==> config.mk <==
export PLATFORM = sky130hd
export DESIGN_NAME = core_ctrl
export DESIGN_NICKNAME = d
export VERILOG_FILES = /design/src/rtl/core_ctrl_pkg.sv /design/src/rtl/ctrl_counter.sv /design/src/rtl/core_ctrl.sv
export SDC_FILE = /design/constraint.sdc
export NUM_CORES = 1
export LEC_CHECK = 0
export CORE_MARGIN = 4
export CORE_UTILIZATION = 55
export CTS_BUF_LIST = sky130_fd_sc_hd__clkbuf_2 sky130_fd_sc_hd__clkbuf_4 sky130_fd_sc_hd__clkbuf_8
export CTS_CLUSTER_SIZE = 20
export DETAILED_ROUTE_END_ITERATION = 16
export PLACE_DENSITY = 0.9
export SYNTH_ARGS = -nofsm -noshare
export SYNTH_HDL_FRONTEND = slang
export SYNTH_SLANG_ARGS = --single-unit
==> constraint.sdc <==
create_clock -name clk -period 5.2 [get_ports clk]
set_input_delay 1.56 -clock clk [delete_from_list [all_inputs] [get_ports clk]]
set_output_delay 1.56 -clock clk [all_outputs]
set_load 0.05 [all_outputs]
==> src/rtl/core_ctrl_pkg.sv <==
// rtl/core_ctrl_pkg.sv - shared FSM state type and instruction-word bit map for core_ctrl
package core_ctrl_pkg;

    typedef enum logic [2:0] {
        S_IDLE,
        S_WRD,
        S_WKER,
        S_XRD,
        S_EXEC,
        S_DRAIN,
        S_FIN
    } state_e;

    localparam int INST_W      = 35;
    localparam int INST_ADDR_W = 11;

    localparam int INST_RELU     = 34;
    localparam int INST_ACC      = 33;
    localparam int INST_P_CEN    = 32;
    localparam int INST_P_WEN    = 31;
    localparam int INST_P_ADDR   = 20;
    localparam int INST_X_CEN    = 19;
    localparam int INST_X_WEN    = 18;
    localparam int INST_X_ADDR   = 7;
    localparam int INST_OFIFO_RD = 6;
    localparam int INST_L0_RD    = 3;
    localparam int INST_L0_WR    = 2;
    localparam int INST_EXEC     = 1;
    localparam int INST_KLOAD    = 0;

endpackage

==> src/rtl/ctrl_counter.sv <==
// rtl/ctrl_counter.sv - loadable up-counter with terminal-count flag
//
// Ports:
//   clk_i, reset_i  : clock, synchronous active-high reset
//   load_i          : load load_val_i (takes priority over en_i)
//   load_val_i      : value loaded on load_i
//   en_i            : increment by one
//   term_i          : terminal value; tc_o is high while count_o == term_i
//   count_o, tc_o   : current count and terminal-count flag
module ctrl_counter #(
    parameter int W = 11
) (
    input  logic         clk_i,
    input  logic         reset_i,
    input  logic         load_i,
    input  logic [W-1:0] load_val_i,
    input  logic         en_i,
    input  logic [W-1:0] term_i,
    output logic [W-1:0] count_o,
    output logic         tc_o
);

    logic [W-1:0] count_q;
    logic [W-1:0] count_d;

    always_comb begin
        count_d = count_q;
        if (load_i) begin
            count_d = load_val_i;
        end else if (en_i) begin
            count_d = count_q + 1'b1;
        end
    end

    always_ff @(posedge clk_i) begin
        if (reset_i) begin
            count_q <= '0;
        end else begin
            count_q <= count_d;
        end
    end

    assign count_o = count_q;
    assign tc_o    = (count_q == term_i);

endmodule

==> src/rtl/core_ctrl.sv <==
// rtl/core_ctrl.sv - sequencer for one weight-load / execute / drain pass of the PE core
//
// Ports:
//   clk, reset               : clock, synchronous active-high reset
//   start                    : one-cycle pass request, honoured only in IDLE
//   w_base, x_base, p_base   : weight, activation and psum SRAM base addresses
//   n_vec                    : number of activation vectors (0 = empty pass)
//   relu_en, acc_en          : carried on inst[34:33] during DRAIN and FIN
//   ofifo_valid              : output FIFO holds a word to be written back
//   inst                     : 35-bit core instruction word
//   busy, done               : not-IDLE flag, end-of-pass pulse
module core_ctrl
    import core_ctrl_pkg::*;
#(
    parameter int row     = 8,
    parameter int addr_bw = 11
) (
    input  logic               clk,
    input  logic               reset,
    input  logic               start,
    input  logic [addr_bw-1:0] w_base,
    input  logic [addr_bw-1:0] x_base,
    input  logic [addr_bw-1:0] p_base,
    input  logic [addr_bw-1:0] n_vec,
    input  logic               relu_en,
    input  logic               acc_en,
    input  logic               ofifo_valid,
    output logic [INST_W-1:0]  inst,
    output logic               busy,
    output logic               done
);

    state_e state_q, state_d;

    logic [addr_bw-1:0] w_base_q, x_base_q, p_base_q, n_vec_q;
    logic               relu_q, acc_q;
    logic               rd_q;        // an xmem read was issued last cycle
    logic               latch_cfg;

    logic               xrd, pwr, l0rd, ex, kl, mode_out;
    logic [addr_bw-1:0] xa, pa;

    logic               cnt_load, cnt_en, cnt_tc, dcnt_en, dcnt_tc;
    logic [addr_bw-1:0] cnt, dcnt, cnt_term;

    // Both counters restart from zero on every state change.
    assign cnt_load = (state_d != state_q);

    ctrl_counter #(.W(addr_bw)) u_phase_cnt (
        .clk_i      (clk),
        .reset_i    (reset),
        .load_i     (cnt_load),
        .load_val_i ('0),
        .en_i       (cnt_en),
        .term_i     (cnt_term),
        .count_o    (cnt),
        .tc_o       (cnt_tc)
    );

    ctrl_counter #(.W(addr_bw)) u_drain_cnt (
        .clk_i      (clk),
        .reset_i    (reset),
        .load_i     (cnt_load),
        .load_val_i ('0),
        .en_i       (dcnt_en),
        .term_i     (n_vec_q - 1'b1),
        .count_o    (dcnt),
        .tc_o       (dcnt_tc)
    );

    always_comb begin
        state_d   = state_q;
        latch_cfg = 1'b0;
        xrd       = 1'b0;
        xa        = '0;
        pwr       = 1'b0;
        pa        = '0;
        l0rd      = 1'b0;
        ex        = 1'b0;
        kl        = 1'b0;
        cnt_en    = 1'b0;
        dcnt_en   = 1'b0;
        cnt_term  = addr_bw'(row - 1);
        mode_out  = 1'b0;
        done      = 1'b0;
        case (state_q)
            S_IDLE: begin
                if (start) begin
                    latch_cfg = 1'b1;
                    state_d   = (n_vec == '0) ? S_FIN : S_WRD;
                end
            end
            S_WRD: begin
                xrd    = 1'b1;
                xa     = w_base_q + cnt;
                cnt_en = 1'b1;
                if (cnt_tc) state_d = S_WKER;
            end
            S_WKER: begin
                // The first cycle only retires the last delayed l0_wr.
                if (!rd_q) begin
                    l0rd   = 1'b1;
                    kl     = 1'b1;
                    cnt_en = 1'b1;
                    if (cnt_tc) state_d = S_XRD;
                end
            end
            S_XRD: begin
                cnt_term = n_vec_q - 1'b1;
                xrd      = 1'b1;
                xa       = x_base_q + cnt;
                cnt_en   = 1'b1;
                if (cnt_tc) state_d = S_EXEC;
            end
            S_EXEC: begin
                cnt_term = n_vec_q - 1'b1;
                if (!rd_q) begin
                    l0rd   = 1'b1;
                    ex     = 1'b1;
                    cnt_en = 1'b1;
                    if (cnt_tc) state_d = S_DRAIN;
                end
            end
            S_DRAIN: begin
                mode_out = 1'b1;
                if (ofifo_valid) begin
                    pwr     = 1'b1;
                    pa      = p_base_q + dcnt;
                    dcnt_en = 1'b1;
                    if (dcnt_tc) state_d = S_FIN;
                end
            end
            S_FIN: begin
                mode_out = 1'b1;
                done     = 1'b1;
                state_d  = S_IDLE;
            end
            default: state_d = S_IDLE;
        endcase
    end

    always_ff @(posedge clk) begin
        if (reset) begin
            state_q  <= S_IDLE;
            rd_q     <= 1'b0;
            w_base_q <= '0;
            x_base_q <= '0;
            p_base_q <= '0;
            n_vec_q  <= '0;
            relu_q   <= 1'b0;
            acc_q    <= 1'b0;
        end else begin
            state_q <= state_d;
            rd_q    <= xrd;
            if (latch_cfg) begin
                w_base_q <= w_base;
                x_base_q <= x_base;
                p_base_q <= p_base;
                n_vec_q  <= n_vec;
                relu_q   <= relu_en;
                acc_q    <= acc_en;
            end
        end
    end

    always_comb begin
        inst = '0;
        inst[INST_RELU]                       = mode_out & relu_q;
        inst[INST_ACC]                        = mode_out & acc_q;
        inst[INST_P_CEN]                      = ~pwr;
        inst[INST_P_WEN]                      = ~pwr;
        inst[INST_P_ADDR +: INST_ADDR_W]      = INST_ADDR_W'(pa);
        inst[INST_X_CEN]                      = ~xrd;
        inst[INST_X_WEN]                      = 1'b1;
        inst[INST_X_ADDR +: INST_ADDR_W]      = INST_ADDR_W'(xa);
        inst[INST_OFIFO_RD]                   = pwr;
        inst[INST_L0_RD]                      = l0rd;
        inst[INST_L0_WR]                      = rd_q;
        inst[INST_EXEC]                       = ex;
        inst[INST_KLOAD]                      = kl;
    end

    assign busy = (state_q != S_IDLE);

endmodule

==> flow_metrics.py <==
metrics = {
    "logic_synthesis": {
        "ys.flop_type": "dfxtp_1",
        "synth.avg_cell_area_sq_um": 7.54,
        "synth_top_area_cell": "dfxtp_1",
        "yosysSeqAreaShare_pct": 30.5,
        "netlist_instances": 628,
        "synth_warnings": 0,
        "yosys.cell_types.count": 64,
        "synth-async-reset-ratio_pct": 0,
        "synth_edf_count": 0,
        "synth_top_area_share_pct": 30.5,
        "synth_area_leaders": "dfxtp_1 30%, nand2_1 12%, a21oi_1 7.4%, xnor2_1 6.5%, ha_1 6.1%",
        "ys_seq_elements": 72,
        "syn-cell-area_sq_um": 4730,
    },
    "power": {
        "p_switching_mw": 0.433,
        "seqPwrFrac_pct": 46.1,
        "p_int_mw": 0.880,
        "vdd_ir_drop_max_mv": 0.198,
        "power.share.combinational_pct": 21.6,
        "powerDensity_nw_per_um2": 224,
        "power_switching_share_pct": 33.0,
        "clockPowerShare_pct": 32.3,
        "leakage_nw": 2.30,
    },
    "global_routing": {
        "antenna_found_initial": 0,
        "track_usage_pct": 24.7,
        "grt_max_degree": 49,
        "grt_pass1_wl_um": 20000,
        "grt_pass1_vias": 4270,
        "gr-total-overflow": 0,
    },
    "setup_path": {
        "r2r_slack_ps": 1330,
        "reg2regPathDepth": 9,
        "arrival_ps": 3310,
        "critPathKind": "reg2out",
        "worstSetupStartpointType": "register",
        "crit_fanout": 12,
        "crit_path_end_kind": "output port",
        "critPathRequiredTime_ps": 3640,
        "r2r_start": "n_vec_q[3]$_SDFFE_PP0P_",
        "r2r_end": "u_drain_cnt.count_o[0]$_SDFFE_PP0P_",
    },
    "final_layout": {
        "final_cell_mix": "149 x nand2_1, 70 x a21oi_1, 69 x dfxtp_1, 64 x clkdlybuf4s50_1, 39 x nor2_1",
        "layout_commonest_cell": "nand2_1",
        "diodes": 0,
        "finish.utilization_pct": 70.6,
        "final_nets": 763,
        "area_growth_pct": 23.8,
        "drive_gt1_share_pct": 11.7,
        "final-seq-area_sq_um": 1450,
        "fillers": 675,
        "multi_input_area_sq_um": 3020,
    },
    "floorplanning": {
        "io_pins": 87,
        "chipWidth_um": 101,
        "rows": 33,
        "die_y_um": 101,
        "core_area_sq_um": 8300,
        "start_util_pct": 57.0,
        "dieArea_sq_um": 10200,
    },
    "route": {
        "via_count": 4586,
        "final_antenna_net_count": 0,
        "drtPass1Iterations": 6,
        "drt_iter0_markers": 336,
        "drc_errors": 0,
        "via_per_inst": 5.75,
        "totalWireLength_um": 12400,
        "wl_per_cell_um": 15.5,
    },
    "clocking": {
        "numCtsBuffers": 9,
        "tritoncts": "yes",
        "clkTransAtPathRegs_ps": 90,
        "clock-sinks": 72,
        "clock_path_buffers": 2,
        "insertion_delay_ps": 360,
        "htreeDepth": 3,
        "ctsHoldBuffers": 0,
        "clk_root_buffer_cell": "clkbuf_8",
    },
    "timing": {
        "rsz0062_at_grt": "no",
        "maxSlewHeadroom_pct": 25.5,
        "report.final.slew_viol_count": 0,
        "setup-violations-final": 0,
        "fmax_ghz": 0.205,
        "min_period_ps": 4870,
        "worst_pin_slew_ps": 1090,
        "fin_setup_tns_ps": 0,
        "finalHoldViolCount": 0,
        "fin_skew_ps": 8.94,
        "fin_crit_sh_pct": 93.6,
    },
    "placed_design": {
        "io_buffers": 83,
        "dpl.hpwl_um": 9380,
        "gp_congestion": 0.919,
    },
    "run": {
        "cap_violations": 0,
    },
    "min_path": {
        "min_path_cells": 2,
        "min_to": "x_base_q[8]$_SDFFE_PP0P_",
        "min-delay-start": "x_base_q[8]$_SDFFE_PP0P_",
        "worst_hold_path_type": "reg2reg",
    },
    "status": {
        "outcome": "completed",
    },
}
-- area by class of cell --
type                    instances  share of cell area (%)
repair buffers                 91                    17.4
clock inverters                 7                    1.05
flip-flops and latches         72                    24.7
multi-input cells             498                    51.5
well taps                     105                    2.24
clock buffers                   9                    2.11
inverters                      16                    1.02
-- power groups by stage --
stage	Clock [mW]	Combinational [mW]	Sequential [mW]
final	0.424	0.284	0.605
after global routing	0.457	0.309	0.608
after CTS	0.433	0.279	0.604
after detailed placement	0	0.277	0.617
after global placement	0	0.271	0.615
after floorplan	0	0.202	0.604
-- flip-flops by register name, indices dropped and copies added (netlist names) --
register and count:
x_base_q 11, w_base_q 11, state_q 3, relu_q 1, acc_q 1, u_phase_cnt.count_o 11, n_vec_q 11, p_base_q 11
rd_q 1, u_drain_cnt.count_o 11
-- metrics by stage --
step / std cells / cell area [sq um] / power (mW) / hold slack, ps / worst slack (ps)
global placement: 781 / 5660 / 0.886 / 441 / 488
global route: 798 / 5860 / 1.37 / 476 / 38.8
floorplan: 629 / 4740 / 0.806 / 432 / 79.2
finish: 798 / 5860 / 1.31 / 466 / 334
CTS: 797 / 5850 / 1.32 / 462 / 38.0
detailed placement: 781 / 5660 / 0.894 / 448 / 322
-- metal layers --
metal / GRT usage (%) / up-vias / part of all wire [%]
met2: 39.4 / 207 / 47
met5: 0 / - / 0
met4: 8.60 / 0 / 2.1
met1: 33.6 / 2116 / 44
li1: - / 2228 / -
met3: 4.08 / 35 / 7.4
-- cell families after synthesis --
family          after synthesis  share of synthesized area, %
buf+inv                      59                          5.95
xor+xnor                     59                          11.5
mux                           3                         0.661
other cells                   2                         0.159
flops                        72                          30.5
simple gates                281                          27.5
compound gates              127                          16.8
fa+ha+maj                    25                          6.93
-- what timing repair did --
item / in CTS / in global routing
buffers inserted: 0 / 1
resized for setup: 1 / 4
setup endpoints to repair: 3 / 4
hold endpoints to repair: 0 / 0
pin swaps: 0 / 1
-- synth_stat cells, drive strengths merged (2+ instances only) --
master	instances
a2111oi	5
a21boi	3
a21o	10
a21oi	70
a311oi	2
a31oi	4
and2	6
and3	6
buf	16
clkbuf	27
conb	2
dfxtp	72
fa	2
ha	23
inv	15
mux2i	2
nand2	149
nand2b	5
nand3	8
nand4	6
nor2	59
nor2b	4
nor3	14
nor3b	4
nor4	4
nor4b	2
o2111a	2
o211ai	5
o21a	4
o21ai	12
o31ai	3
or2	2
or3	5
or4	3
or4b	2
xnor2	35
xnor3	2
xor2	22
-- critical path: stages (launching register included) --
cell             delay (ps)
dfxtp_2                 450
and3b_2                 260
buf_4                   180
nand2_1                  70
nand2_1                  50
ha_1                    300
a21o_1                  200
a21o_1                  180
a21oi_1                 250
xor2_1                  100
nor2_1                  100
clkdlybuf4s50_1         820
-- worst max path at each step --
stage	from	endpoint	slack, ps	cells after the start
floorplan	state_q[2]$_SDFF_PP0_	inst[15]	80	15
global placement	state_q[1]$_SDFF_PP0_	inst[12]	490	11
detailed placement	state_q[1]$_SDFF_PP0_	inst[17]	320	15
CTS	state_q[1]$_SDFF_PP0_	inst[15]	40	14
global route	state_q[1]$_SDFF_PP0_	inst[17]	40	15
finish	state_q[2]$_SDFF_PP0_	inst[12]	330	11
Note: power is estimated with default switching activity, not from simulation.
